## src/rtl/mram_port_arbiter.sv

```systemverilog
// mram_port_arbiter: shares MRAM port A among three requesters (pooling writer,
// conv writer, host/DMA). Round-robin grant, per-grant burst limit while others
// wait, registered port-A drive and a two-stage read-return pipeline.
module mram_port_arbiter #(
  parameter int ADDR_W    = 10,
  parameter int DATA_W    = 32,
  parameter int MAX_BURST = 8
) (
  input  logic                clk,
  input  logic                reset,
  input  logic [2:0]          req,
  input  logic [3*ADDR_W-1:0] addr_flat,
  input  logic [3*DATA_W-1:0] din_flat,
  input  logic [11:0]         we_flat,
  output logic [2:0]          gnt,
  output logic [2:0]          rd_valid,
  output logic [DATA_W-1:0]   rd_data,
  output logic [ADDR_W-1:0]   mram_addr_a,
  output logic [DATA_W-1:0]   mram_din_a,
  output logic                mram_en_a,
  output logic [3:0]          mram_we_a,
  input  logic [DATA_W-1:0]   mram_dout
);

  localparam int CNT_W = (MAX_BURST > 1) ? $clog2(MAX_BURST) : 1;
  localparam logic [CNT_W-1:0] LAST_BEAT = CNT_W'(MAX_BURST - 1);

  typedef enum logic {IDLE, GRANT} state_t;

  state_t            state, state_nxt;
  logic [2:0]        gnt_nxt;
  logic [1:0]        last_owner, last_owner_nxt;
  logic [CNT_W-1:0]  beat_cnt, beat_cnt_nxt;
  logic [1:0]        rr_winner;
  logic [ADDR_W-1:0] own_addr;
  logic [DATA_W-1:0] own_din;
  logic [3:0]        own_we;
  logic              accept;
  logic              others_waiting;
  logic [2:0]        rd_pend;

  // Round-robin pick: search begins at the requester after the last owner.
  always_comb begin
    rr_winner = 2'd0;
    case (last_owner)
      2'd0:    rr_winner = req[1] ? 2'd1 : (req[2] ? 2'd2 : 2'd0);
      2'd1:    rr_winner = req[2] ? 2'd2 : (req[0] ? 2'd0 : 2'd1);
      default: rr_winner = req[0] ? 2'd0 : (req[1] ? 2'd1 : 2'd2);
    endcase
  end

  // Select the current owner's address, data and byte enables.
  always_comb begin
    own_addr = addr_flat[0 +: ADDR_W];
    own_din  = din_flat[0 +: DATA_W];
    own_we   = we_flat[3:0];
    case (last_owner)
      2'd1: begin
        own_addr = addr_flat[ADDR_W +: ADDR_W];
        own_din  = din_flat[DATA_W +: DATA_W];
        own_we   = we_flat[7:4];
      end
      2'd2: begin
        own_addr = addr_flat[2*ADDR_W +: ADDR_W];
        own_din  = din_flat[2*DATA_W +: DATA_W];
        own_we   = we_flat[11:8];
      end
      default: begin
      end
    endcase
  end

  // gnt is one-hot on the owner, so any overlap with req is an accepted beat.
  assign accept         = (state == GRANT) && |(req & gnt);
  assign others_waiting = |(req & ~gnt);

  // Arbitration state register; last_owner starts at 2 so requester 0 wins first.
  always_ff @(posedge clk or posedge reset) begin
    if (reset) begin
      state      <= IDLE;
      gnt        <= 3'b000;
      last_owner <= 2'd2;
      beat_cnt   <= '0;
    end else begin
      state      <= state_nxt;
      gnt        <= gnt_nxt;
      last_owner <= last_owner_nxt;
      beat_cnt   <= beat_cnt_nxt;
    end
  end

  // Next-state: grant from IDLE, release on req drop or on a full burst with waiters.
  always_comb begin
    state_nxt      = state;
    gnt_nxt        = gnt;
    last_owner_nxt = last_owner;
    beat_cnt_nxt   = beat_cnt;
    case (state)
      IDLE: begin
        gnt_nxt = 3'b000;
        if (|req) begin
          state_nxt      = GRANT;
          gnt_nxt        = 3'b001 << rr_winner;
          last_owner_nxt = rr_winner;
          beat_cnt_nxt   = '0;
        end
      end
      GRANT: begin
        if (!accept) begin
          state_nxt = IDLE;
          gnt_nxt   = 3'b000;
        end else if (beat_cnt == LAST_BEAT) begin
          beat_cnt_nxt = '0;
          if (others_waiting) begin
            state_nxt = IDLE;
            gnt_nxt   = 3'b000;
          end
        end else begin
          beat_cnt_nxt = beat_cnt + 1'b1;
        end
      end
      default: begin
        state_nxt = IDLE;
        gnt_nxt   = 3'b000;
      end
    endcase
  end

  // Port A drive: one cycle after an accepted beat; address and data hold otherwise.
  always_ff @(posedge clk or posedge reset) begin
    if (reset) begin
      mram_en_a   <= 1'b0;
      mram_we_a   <= 4'b0000;
      mram_addr_a <= '0;
      mram_din_a  <= '0;
    end else begin
      mram_en_a <= accept;
      if (accept) begin
        mram_addr_a <= own_addr;
        mram_din_a  <= own_din;
        mram_we_a   <= own_we;
      end else begin
        mram_we_a <= 4'b0000;
      end
    end
  end

  // Read return: rd_pend tracks the enable cycle of a read, and mram_dout is
  // captured at the close of that cycle so rd_data and rd_valid land together
  // two cycles after acceptance, regardless of what happens to gnt meanwhile.
  always_ff @(posedge clk or posedge reset) begin
    if (reset) begin
      rd_pend  <= 3'b000;
      rd_valid <= 3'b000;
      rd_data  <= '0;
    end else begin
      rd_pend  <= (accept && (own_we == 4'b0000)) ? gnt : 3'b000;
      rd_valid <= rd_pend;
      if (|rd_pend) begin
        rd_data <= mram_dout;
      end
    end
  end

endmodule
```

## config.mk

```make
export PLATFORM = sky130hd
export DESIGN_NAME = mram_port_arbiter
export DESIGN_NICKNAME = d
export VERILOG_FILES = /design/src/rtl/mram_port_arbiter.sv
export SDC_FILE = /design/constraint.sdc
export NUM_CORES = 1
export LEC_CHECK = 0
export BUFFER_PORTS_ARGS = -buffer_cell sky130_fd_sc_hd__buf_2
export CORE_ASPECT_RATIO = 1.25
export CORE_UTILIZATION = 44
export CTS_CLUSTER_SIZE = 24
export DETAILED_ROUTE_END_ITERATION = 10
export GPL_TIMING_DRIVEN = 0
export PLACE_DENSITY = 0.84
export SYNTH_ARGS = -nofsm -noshare
export SYNTH_HDL_FRONTEND = slang
export SYNTH_SLANG_ARGS = --single-unit
```

## constraint.sdc

```tcl
create_clock -name clk -period 2.98 [get_ports clk]
set_clock_uncertainty 0.1 [all_clocks]
set_input_delay 0 -clock clk [delete_from_list [all_inputs] [get_ports clk]]
set_output_delay 0 -clock clk [all_outputs]
set_load 0.02 [all_outputs]
```

==> results.py <==
metrics = {
    "placed_design": {
        "dp_hpwl_microns": 11200,
        "post-place-ws_ns": 0.668,
        "place_congestion": 0.849,
        "io_buffer_count": 259,
        "dpl.cell_count": 818,
    },
    "setup_path": {
        "cp-start-kind": "flop",
        "slowest_delay_ns": 0.57,
        "r2r-end": "mram_din_a[7]$_DFFE_PP0P_",
        "rr_worst_depth": 9,
        "reg2reg_slack_ns": 0.17,
        "cp_common_cell": "buf_2",
        "path_delay_family": "buffers and inverters",
        "cp_max_fo": 10,
        "r2r_start": "last_owner[1]$_DFFE_PP1P_",
        "cp-end-kind": "flop",
        "crit_type": "flop to flop",
        "cp.arrival_ns": 2.93,
        "cp_cell_sequence": "inv_1, ha_1, buf_2, buf_2, clkbuf_1, nand2_1, o21ai_0, dlygate4sd3_1, o21ai_1",
        "required_ns": 3.10,
        "critical_path.slowest_cell": "dlygate4sd3_1",
        "worstPathBufferInverterCount": 5,
    },
    "sta": {
        "hold_viol_final": 0,
        "rsz0062_at_grt": "false",
        "worst_pin_slew_ns": 0.775,
        "holdWs_ns": 0.0162,
        "fin_crit_sh_pct": 94.2,
        "period_needed_ns": 2.81,
        "setup_ws_ns": 0.172,
        "slew_violations": 0,
        "setup_violations": 0,
        "slew_headroom_pct": 47.9,
        "clock.fmax_mhz": 356,
        "fin_setup_tns_ns": 0,
    },
    "clock_tree": {
        "cts_tree": "yes",
        "clkTransAtPathRegs_ns": 0.07,
        "clk_path_buf_depth": 2,
        "numCtsBuffers": 9,
        "clk_latency_ns": 0.33,
        "htreeDepth": 3,
        "cts.sinks": 94,
        "clock-root-buffer": "clkbuf_16",
    },
    "drt": {
        "routed_wl_microns": 17800,
        "vias": 5161,
        "dr_wl_met3_microns": 1570,
        "ant_nets": 0,
        "drc": 0,
        "met1_length_microns": 6500,
        "routed-wl-met2_microns": 9040,
        "drt_pass1_iterations": 6,
        "wl_per_cell_microns": 19.0,
        "highest_layer": "met4",
        "drt_iter0_markers": 331,
        "avgViaCountPerCell": 5.51,
    },
    "synth": {
        "seq_area_frac_synth_pct": 54.0,
        "syn_area_sq_um": 4360,
        "synth-edff-count": 0,
        "synthFlopType": "dfrtp_1",
        "yosysWarnings": 0,
        "synth_top_family_by_area": "compound AO/OA/AOI/OAI gates",
        "muxShareOfSynthArea_pct": 9.18,
        "synth-seq-cells": 94,
        "synthArstFlopShare_pct": 100,
        "synth_cells": 432,
        "synth_compound_area_share_pct": 20.6,
        "synth_xor_area_share_pct": 0,
        "synthesis.nets": 612,
        "synthSimpleGateAreaFrac_pct": 9.72,
        "ys_types": 35,
        "synthAdderAreaFrac_pct": 1.43,
        "syn_area_per_cell_sq_um": 10.1,
    },
    "power_and_ir_drop": {
        "p_clk_share_pct": 15.5,
        "pwr-share-comb_pct": 56.6,
        "powerDensity_nw_per_um2": 1080,
        "seqPwrFrac_pct": 27.9,
        "swShare_pct": 45.2,
        "peakVddDrop_v": 0.000638,
        "intPower_mw": 4.24,
        "power.switching_mw": 3.50,
        "power_leakage_nw": 3.69,
    },
    "floorplan": {
        "boundaryPins": 260,
        "core_area_sq_um": 9610,
        "die_h_microns": 113,
        "start_util_pct": 45.4,
        "die_w_microns": 91.1,
        "fp.dieArea_sq_um": 10300,
        "core.rowCount": 40,
    },
    "min_path": {
        "min_to": "mram_din_a[3]$_DFFE_PP0P_",
        "min_path_cells": 5,
        "hold_start": "din_flat[67]",
        "worstHoldPathType": "input pin to flop",
    },
    "cells_and_area": {
        "regArea_sq_um": 2350,
        "fillers": 645,
        "syn2layout_area_growth_pct": 64.7,
        "final_core_util_pct": 74.8,
        "layout.nets": 985,
        "drive_gt1_share_pct": 41.1,
        "finalNonFillerCells": 936,
        "final_cell_mix": "buf_2, dlygate4sd3_1, dfrtp_1",
        "antennaDiodeCount": 0,
        "final_common_cell": "buf_2",
        "multi_input_area_sq_um": 1780,
    },
    "global_routing": {
        "antenna_found_initial": 0,
        "grt_pass1_vias": 5376,
        "grt_max_degree": 68,
        "grt.total_usage_pct": 35.3,
        "grt_pass1_wl_microns": 27800,
        "overflow": 0,
    },
    "job": {
        "maxCapViolCount": 0,
    },
    "outcome": {
        "outcome": "finished, final reports clean",
    },
}
cells in the mapped netlist, types with 4 or more instances:
cell type	count	area (sq um)
dfrtp_1	93	2330
nand2_1	92	345
o21ai_0	83	415
a22oi_1	42	315
mux2_2	30	338
buf_2	12	60.1
clkbuf_1	10	37.5
inv_1	9	33.8
nor2_1	7	26.3
buf_6	5	56.3
ha_1	5	62.6
a22o_1	4	35.0
mux2i_1	4	40.0
power by group through the flow:
stage	clock (mW)	combinational [mW]	sequential [mW]
after floorplan	0	1.78	2.74
after global placement	0	3.62	2.11
after detailed placement	0	3.76	2.14
after CTS	1.22	4.22	2.12
after global routing	1.27	4.75	2.22
final	1.20	4.39	2.16
worst register-to-register path, stage by stage, from the launching register on:
cell           delay, ns
dfstp_2             0.53
inv_1               0.06
ha_1                0.26
buf_2               0.18
buf_2               0.31
clkbuf_1            0.44
nand2_1             0.09
o21ai_0             0.09
dlygate4sd3_1       0.57
o21ai_1             0.06
worst max-delay path by stage:
stage                               from                          to  depth (start not counted)  slack (ns)
5_1_grt        last_owner[1]$_DFFE_PP1P_   mram_din_a[7]$_DFFE_PP0P_                          9        0.01
2_1_floorplan                      reset     beat_cnt[0]$_DFFE_PP0P_                          1        0.43
3_5_place_dp   last_owner[1]$_DFFE_PP1P_   mram_din_a[0]$_DFFE_PP0P_                          8        0.67
3_3_place_gp                       reset   mram_din_a[4]$_DFFE_PP0P_                          2       -0.49
4_1_cts        last_owner[1]$_DFFE_PP1P_  mram_din_a[17]$_DFFE_PP0P_                          9        0.20
6_report       last_owner[1]$_DFFE_PP1P_   mram_din_a[7]$_DFFE_PP0P_                          9        0.17
cell families after synthesis:
| family | count (synthesis) |
|---|---|
| adder cells (fa/ha/maj) | 5 |
| AND/OR/NAND/NOR | 107 |
| flip-flops | 94 |
| buffers and inverters | 43 |
| AO/OA/AOI/OAI | 147 |
| multiplexers | 36 |
through the flow:
stage	area, sq um	power [mW]
6_report	7180	7.75
4_1_cts	7180	7.56
3_3_place_gp	5820	5.73
2_1_floorplan	4360	4.52
3_5_place_dp	5850	5.90
5_1_grt	7180	8.24
routing by layer:
metal / global-route usage [%] / vias to the layer above
met5: 0 / -
met4: 16.8 / 0
met3: 10.2 / 74
met2: 62.0 / 335
met1: 39.2 / 2484
li1: - / 2268
state kept, by name (all words and copies together) (netlist names):
name and count:
rd_pend 3, gnt 3, mram_en_a 1, mram_we_a 4, last_owner 2, rd_data 32, rd_valid 3, beat_cnt 3
state 1, mram_din_a 32, mram_addr_a 10
area by class of cell:
cell class,instances,share of cell area (%)
plain buffers,34,2.67
repair buffers,362,32.6
flip-flops and latches,94,32.8
clock buffers,10,3.33
multi-input cells,295,24.8
inverters,9,0.505
well taps,126,2.19
clock inverters,6,1.06
timing repair:
| action | 4_1_cts | 5_1_grt |
|---|---|---|
| setup endpoints to repair | 0 | 3 |
| hold endpoints to repair | 177 | 0 |
| setup buffers | 0 | 0 |
| gates resized for setup | 0 | 2 |
| hold buffers | 102 | 0 |
Note: power is estimated with default switching activity, not from simulation.
